==> config.mk <==
export PLATFORM = sky130hd
export DESIGN_NAME = pipo_rr_loader_flat
export DESIGN_NICKNAME = d
export VERILOG_FILES = /design/src/rtl/pipo_rr_loader_if.sv /design/src/rtl/pipo_rr_loader.sv /design/src/flat_wrapper.sv
export SDC_FILE = /design/constraint.sdc
export NUM_CORES = 1
export LEC_CHECK = 0
export BUFFER_PORTS_ARGS = -buffer_cell sky130_fd_sc_hd__buf_2
export CORE_UTILIZATION = 40
export CTS_BUF_LIST = sky130_fd_sc_hd__clkbuf_8
export CTS_CLUSTER_DIAMETER = 200
export CTS_CLUSTER_SIZE = 28
export DETAILED_ROUTE_END_ITERATION = 8
export GPL_TIMING_DRIVEN = 1
export PLACE_DENSITY_LB_ADDON = 0.15
export SYNTH_ARGS = -nofsm -noshare
export SYNTH_HDL_FRONTEND = slang
export SYNTH_SLANG_ARGS = --single-unit
==> constraint.sdc <==
create_clock -name clk -period 1.53 [get_ports clk]
set_input_delay 0 -clock clk [delete_from_list [all_inputs] [get_ports clk]]
set_output_delay 0 -clock clk [all_outputs]
set_load 0.01 [all_outputs]
==> src/rtl/pipo_rr_loader_if.sv <==
// rtl/pipo_rr_loader_if.sv - requester/sink bundle for the round-robin PIPO loader
interface pipo_rr_loader_if #(
  parameter int WIDTH = 4,
  parameter int NREQ  = 4,
  parameter int IDW   = $clog2(NREQ)
);
  logic [NREQ-1:0]       req;
  logic [NREQ*WIDTH-1:0] req_data;
  logic [NREQ-1:0]       gnt;
  logic [WIDTH-1:0]      out_data;
  logic [IDW-1:0]        out_id;
  logic                  out_valid;
  logic                  out_ready;
  logic                  busy;

  // Environment side: drives requests and sink readiness
  modport master (
    output req, req_data, out_ready,
    input  gnt, out_data, out_id, out_valid, busy
  );

  // Loader side
  modport slave (
    input  req, req_data, out_ready,
    output gnt, out_data, out_id, out_valid, busy
  );
endinterface

==> src/rtl/pipo_rr_loader.sv <==
// rtl/pipo_rr_loader.sv - round-robin arbitrated loader for a shared PIPO holding register
module pipo_rr_loader #(
  parameter int WIDTH = 4,
  parameter int NREQ  = 4,
  parameter int IDW   = $clog2(NREQ)
) (
  input  logic             clk,
  input  logic             rst_n,
  pipo_rr_loader_if.slave  bus
);

  // Holding-register state is just the valid flag
  localparam logic [0:0] ST_EMPTY = 1'b0;
  localparam logic [0:0] ST_FULL  = 1'b1;

  logic [0:0]       state_q, state_d;
  logic [WIDTH-1:0] out_data_q, out_data_d;
  logic [IDW-1:0]   out_id_q, out_id_d;
  logic [IDW-1:0]   ptr_q, ptr_d;

  logic             full;
  logic             cap;
  logic             found;
  logic [IDW-1:0]   sel;
  logic [IDW:0]     sum;
  logic [WIDTH-1:0] sel_data;

  assign full = (state_q == ST_FULL);

  // A new word may enter when the register is empty or being drained this cycle
  assign cap = (|bus.req) && (!full || bus.out_ready);

  // Rotating-priority search starting at ptr; sum wraps modulo NREQ without a divider
  always_comb begin
    found = 1'b0;
    sel   = '0;
    sum   = '0;
    for (int k = 0; k < NREQ; k++) begin
      sum = {1'b0, ptr_q} + (IDW+1)'(k);
      if (sum >= (IDW+1)'(NREQ)) begin
        sum = sum - (IDW+1)'(NREQ);
      end
      if (!found && bus.req[sum[IDW-1:0]]) begin
        found = 1'b1;
        sel   = sum[IDW-1:0];
      end
    end
  end

  assign sel_data = bus.req_data[sel*WIDTH +: WIDTH];

  // Grant is suppressed during reset so nothing upstream sees a phantom capture
  always_comb begin
    bus.gnt = '0;
    if (cap && rst_n) begin
      bus.gnt = {{(NREQ-1){1'b0}}, 1'b1} << sel;
    end
  end

  // Next state: capture wins over drain so back-to-back transfers never bubble
  always_comb begin
    state_d    = state_q;
    out_data_d = out_data_q;
    out_id_d   = out_id_q;
    ptr_d      = ptr_q;
    if (cap) begin
      state_d    = ST_FULL;
      out_data_d = sel_data;
      out_id_d   = sel;
      ptr_d      = (sel == IDW'(NREQ-1)) ? '0 : sel + 1'b1;
    end else if (full && bus.out_ready) begin
      state_d = ST_EMPTY;
    end
  end

  // State registers; asynchronous reset discards any held word
  always_ff @(posedge clk or negedge rst_n) begin
    if (!rst_n) begin
      state_q    <= ST_EMPTY;
      out_data_q <= '0;
      out_id_q   <= '0;
      ptr_q      <= '0;
    end else begin
      state_q    <= state_d;
      out_data_q <= out_data_d;
      out_id_q   <= out_id_d;
      ptr_q      <= ptr_d;
    end
  end

  assign bus.out_data  = out_data_q;
  assign bus.out_id    = out_id_q;
  assign bus.out_valid = full;
  assign bus.busy      = full;

endmodule

==> src/flat_wrapper.sv <==
// flat-port wrapper written by rule: the top's interface ports become plain ports
module pipo_rr_loader_flat 
#(
  parameter int WIDTH = 4,
  parameter int NREQ  = 4,
  parameter int IDW   = $clog2(NREQ)
)
  (clk, rst_n, bus_req, bus_req_data, bus_out_ready, bus_gnt, bus_out_data, bus_out_id, bus_out_valid, bus_busy);
  pipo_rr_loader_if #(.WIDTH(WIDTH), .NREQ(NREQ), .IDW(IDW)) bus_i ();
  input  logic clk;
  input  logic rst_n;
  input wire logic [$bits(bus_i.req)-1:0] bus_req;
  input wire logic [$bits(bus_i.req_data)-1:0] bus_req_data;
  input wire logic [$bits(bus_i.out_ready)-1:0] bus_out_ready;
  output wire logic [$bits(bus_i.gnt)-1:0] bus_gnt;
  output wire logic [$bits(bus_i.out_data)-1:0] bus_out_data;
  output wire logic [$bits(bus_i.out_id)-1:0] bus_out_id;
  output wire logic [$bits(bus_i.out_valid)-1:0] bus_out_valid;
  output wire logic [$bits(bus_i.busy)-1:0] bus_busy;
  assign bus_i.req = bus_req;
  assign bus_i.req_data = bus_req_data;
  assign bus_i.out_ready = bus_out_ready;
  assign bus_gnt = bus_i.gnt;
  assign bus_out_data = bus_i.out_data;
  assign bus_out_id = bus_i.out_id;
  assign bus_out_valid = bus_i.out_valid;
  assign bus_busy = bus_i.busy;
  pipo_rr_loader #(.WIDTH(WIDTH), .NREQ(NREQ), .IDW(IDW)) u_core (.clk(clk), .rst_n(rst_n), .bus(bus_i));
endmodule
==> impl_results.md <==
* Max frequency at 625 MHz
* Failing checks: negative setup slack
* Area of the multi-input gates at 390 µm²
* Crit path kind: reg -> out
* Unique masters post-synth at 22
* Initial DRC count at 7
* R2R Path Start: u_core.ptr_q[1]
* Die Span Y at 40.8 µm
* Setup Viol. Count Final at 6
* Share of layout cells above drive strength 1 at 59.8%
* Worst hold path type: in -> reg
* Worst Slack Setup Final at -0.0699 ns
* HPWL Detailed at 1.10 mm
* Vias in the first global route at between 500 and 600
* Wire per inst at 13.0 µm
* Power per cell area at 1350 nW/µm²
* Largest cells by area after synthesis: dfrtp_1 38%, mux2i_1 15%, nand2_1 10%
* Clock Sink Count at 9
* DR vias at 626
* Clock Skew at between 0.002 and 0.003 ns
* Cell taking the most area after synthesis: dfrtp_1
* Placed Instance Area at roughly 800 µm²
* Worst-path clk slew at about 0.04 ns
* Filler instances at 103
* Largest net degree at the start of global routing at 10
* RSZ-0062 raised after global routing: true
* Ant diodes at 0
* Status: finished, violations left
* Top Metal Used: met4
* Rows at 13
* FF-to-FF path depth at 7
* Critical path peak fanout at 5
* Gr usage total at 21.0%
* CP Capture Type: output port
* Drt first pass iters at 4
* CP Data Required Time at about 1.5 ns
* Slew headroom at 71.5%
* Sequential fraction of the synthesis area at 37.5%
* Netlist Area Pre-Place at 601 µm²
* Yosys warns at 0
* IO Count at 35
* Max-cap violations at 0
* Part of the cycle the worst path needs at 105%
* First-pass GRT wire length at 2.28 mm
* WHS Endpoint: u_core.bus.busy
* Gr ovfl total at 0
* Die X at 40.8 µm
* TritonCTS buffer count at 3
* Area Growth Syn to Fin at 60.4%
* Initial antenna violation count at 0
* CTS H-Tree Depth at 1
* Register area at 226 µm²
* Vias per inst at 5.13
* Core footprint at roughly 1400 µm²
* Syn_area_per_cell at 10.0 µm²
* Final Hold Viols at 0
* Worst R2R End: u_core.bus.out_data[1]
* Worst hold path startpoint: bus_req[0]
* CP Launch Type: register
* Final Max Tran Viols at 0
* Root buffer cell: clkbuf_8
* Synthesized instance count at 60
* Detailed-route wire length at around 1.6 mm
* Slew @ Worst Pin at 0.424 ns
* CTS tree: yes
* Gpl congestion at 0.712
* Maximum vdd drop at 0.777 mV
* M1 WL at 730 µm
* Post-Syn Nets at 84
* CP arrival at around 1.6 ns
* Nets at 132
* WL met2 at 742 µm
* Yosys reg bits at 9
* Setup_tns at -0.208 ns
* Metal3 WL at 95 µm
* Die area at approximately 1700 µm²
* P_leak at roughly 0.49 nW
* Finished Cell Area at approximately 960 µm²
* Routed Antenna Nets at 0
* IO buf count at 34
* R2r setup slk at -0.04 ns
* Min Tclk post-route at roughly 1.6 ns
* Hold Crit Depth at 3
* Share of Yosys cell area claimed by the top area cell type at 37.5%
* Longest Clk Path Bufs at 2
* Initial Util at between 40 and 50%
* Clock latency on the worst-skew pair at around 0.23 ns
* DRC viols at 0
synthesized netlist by cell type:
| cell | number |
|---|---|
| inv_1 | 1 |
| nor3_1 | 1 |
| a21boi_1 | 1 |
| or2b_2 | 1 |
| and3_1 | 1 |
| nand2_4 | 1 |
| a21o_1 | 1 |
| ha_1 | 1 |
| clkinv_1 | 1 |
| buf_4 | 1 |
| a21oi_1 | 2 |
| nor4_2 | 1 |
| a21oi_2 | 2 |
| a2bb2oi_2 | 1 |
| o221ai_1 | 4 |
| nand3b_1 | 1 |
| buf_6 | 1 |
| nor3b_1 | 3 |
| nand2_1 | 16 |
| dfrtp_1 | 9 |
| mux2i_1 | 9 |
| a211oi_4 | 1 |
routing by layer:
| layer | vias up | global-route usage, % |
|---|---|---|
| li1 | 312 | - |
| met1 | 286 | 25.9 |
| met2 | 24 | 35.7 |
| met3 | 4 | 4.89 |
| met4 | 0 | 6.67 |
| met5 | - | 0 |
logic make-up (layout without fill, tap and decap cells):
group           after synthesis  after routing  share of synthesized area, %
simple gates                 25             25                          22.3
compound gates               12             12                          18.8
fa+ha+maj                     1              1                          2.08
buf+inv                       4             51                          4.37
mux                           9              9                          15.0
flops                         9              9                          37.5
repair_timing:
| item | in CTS | in global routing |
|---|---|---|
| pin swaps | 3 | 2 |
| resized for setup | 13 | 0 |
| setup buffers | 8 | 0 |
| setup endpoints to repair | 5 | 8 |
| hold buffers | 1 | 0 |
| hold endpoints to repair | 9 | 0 |
critical path, stage by stage, from the launching register on:
cell and delay, ns:
dfrtp_2 0.44, nand2_2 0.11, a21oi_2 0.07, a211oi_4 0.32, ha_4 0.18, and3_1 0.13, buf_2 0.12
area by class of cell:
cell class / instances / share of cell area, %
multi-input cells: 47 / 40.5
repair buffers: 45 / 28.6
flip-flops and latches: 9 / 23.5
clock buffers: 3 / 4.29
well taps: 15 / 1.95
inverters: 2 / 0.779
clock inverters: 1 / 0.390
placed cells by master, fill, tap and decap left out:
cell / Yosys / final
a211oi_4: 1 / 1
a21boi_1: 1 / 1
a21o_1: 1 / 1
a21oi_2: 2 / 4
a2bb2oi_2: 1 / 1
and3_1: 1 / 1
buf_12: 0 / 1
buf_2: 0 / 34
buf_4: 1 / 7
buf_6: 1 / 2
clkbuf_8: 0 / 3
clkinv_1: 1 / 1
dfrtp_1: 9 / 8
dfrtp_2: 0 / 1
dlygate4sd3_1: 0 / 1
ha_4: 0 / 1
inv_1: 1 / 1
inv_2: 0 / 1
mux2i_1: 9 / 8
mux2i_2: 0 / 1
nand2_1: 16 / 15
nand2_2: 0 / 1
nand2_4: 1 / 1
nand3b_1: 1 / 1
nor3_1: 1 / 1
nor3b_2: 0 / 3
nor4_2: 1 / 1
o221ai_1: 4 / 4
or2b_2: 1 / 1
worst max path at each step:
stage,start,end,slack (ns),depth (start not counted)
finish,u_core.ptr_q[1],bus_gnt[3],-0.07,6
global route,u_core.ptr_q[1],bus_gnt[3],-0.13,5
CTS,u_core.ptr_q[1],bus_gnt[3],-0.06,5
detailed placement,u_core.ptr_q[1],u_core.bus.out_data[0],-0.03,6
global placement,u_core.ptr_q[1],u_core.bus.out_data[1],0.06,6
floorplan,u_core.ptr_q[1],u_core.ptr_q[1],0.07,7
sequential cells by signal, summed over array words and instances (netlist names):
register and count:
u_core.bus.busy 1, u_core.bus.out_data 4, u_core.bus.out_id 2, u_core.ptr_q 2
metrics by stage:
stage	hold WS [ns]	power, mW	utilization (%)	worst slack [ns]	std cells
floorplan	-0.296	0.681	-	0.0699	60
global placement	-0.126	0.844	59.1	0.0572	109
detailed placement	-0.128	0.856	59.1	-0.0301	109
CTS	0.0664	1.30	71.4	-0.0560	122
global route	0.0971	1.39	71.4	-0.134	122
finish	0.0706	1.30	71.4	-0.0699	122
report_power, final:
part           switching [mW]  leakage, nW  internal (mW)
Clock                  0.0920       0.0269          0.175
Sequential             0.0600        0.105          0.314
Combinational           0.295        0.362          0.364
Note: power is estimated with default switching activity, not from simulation.
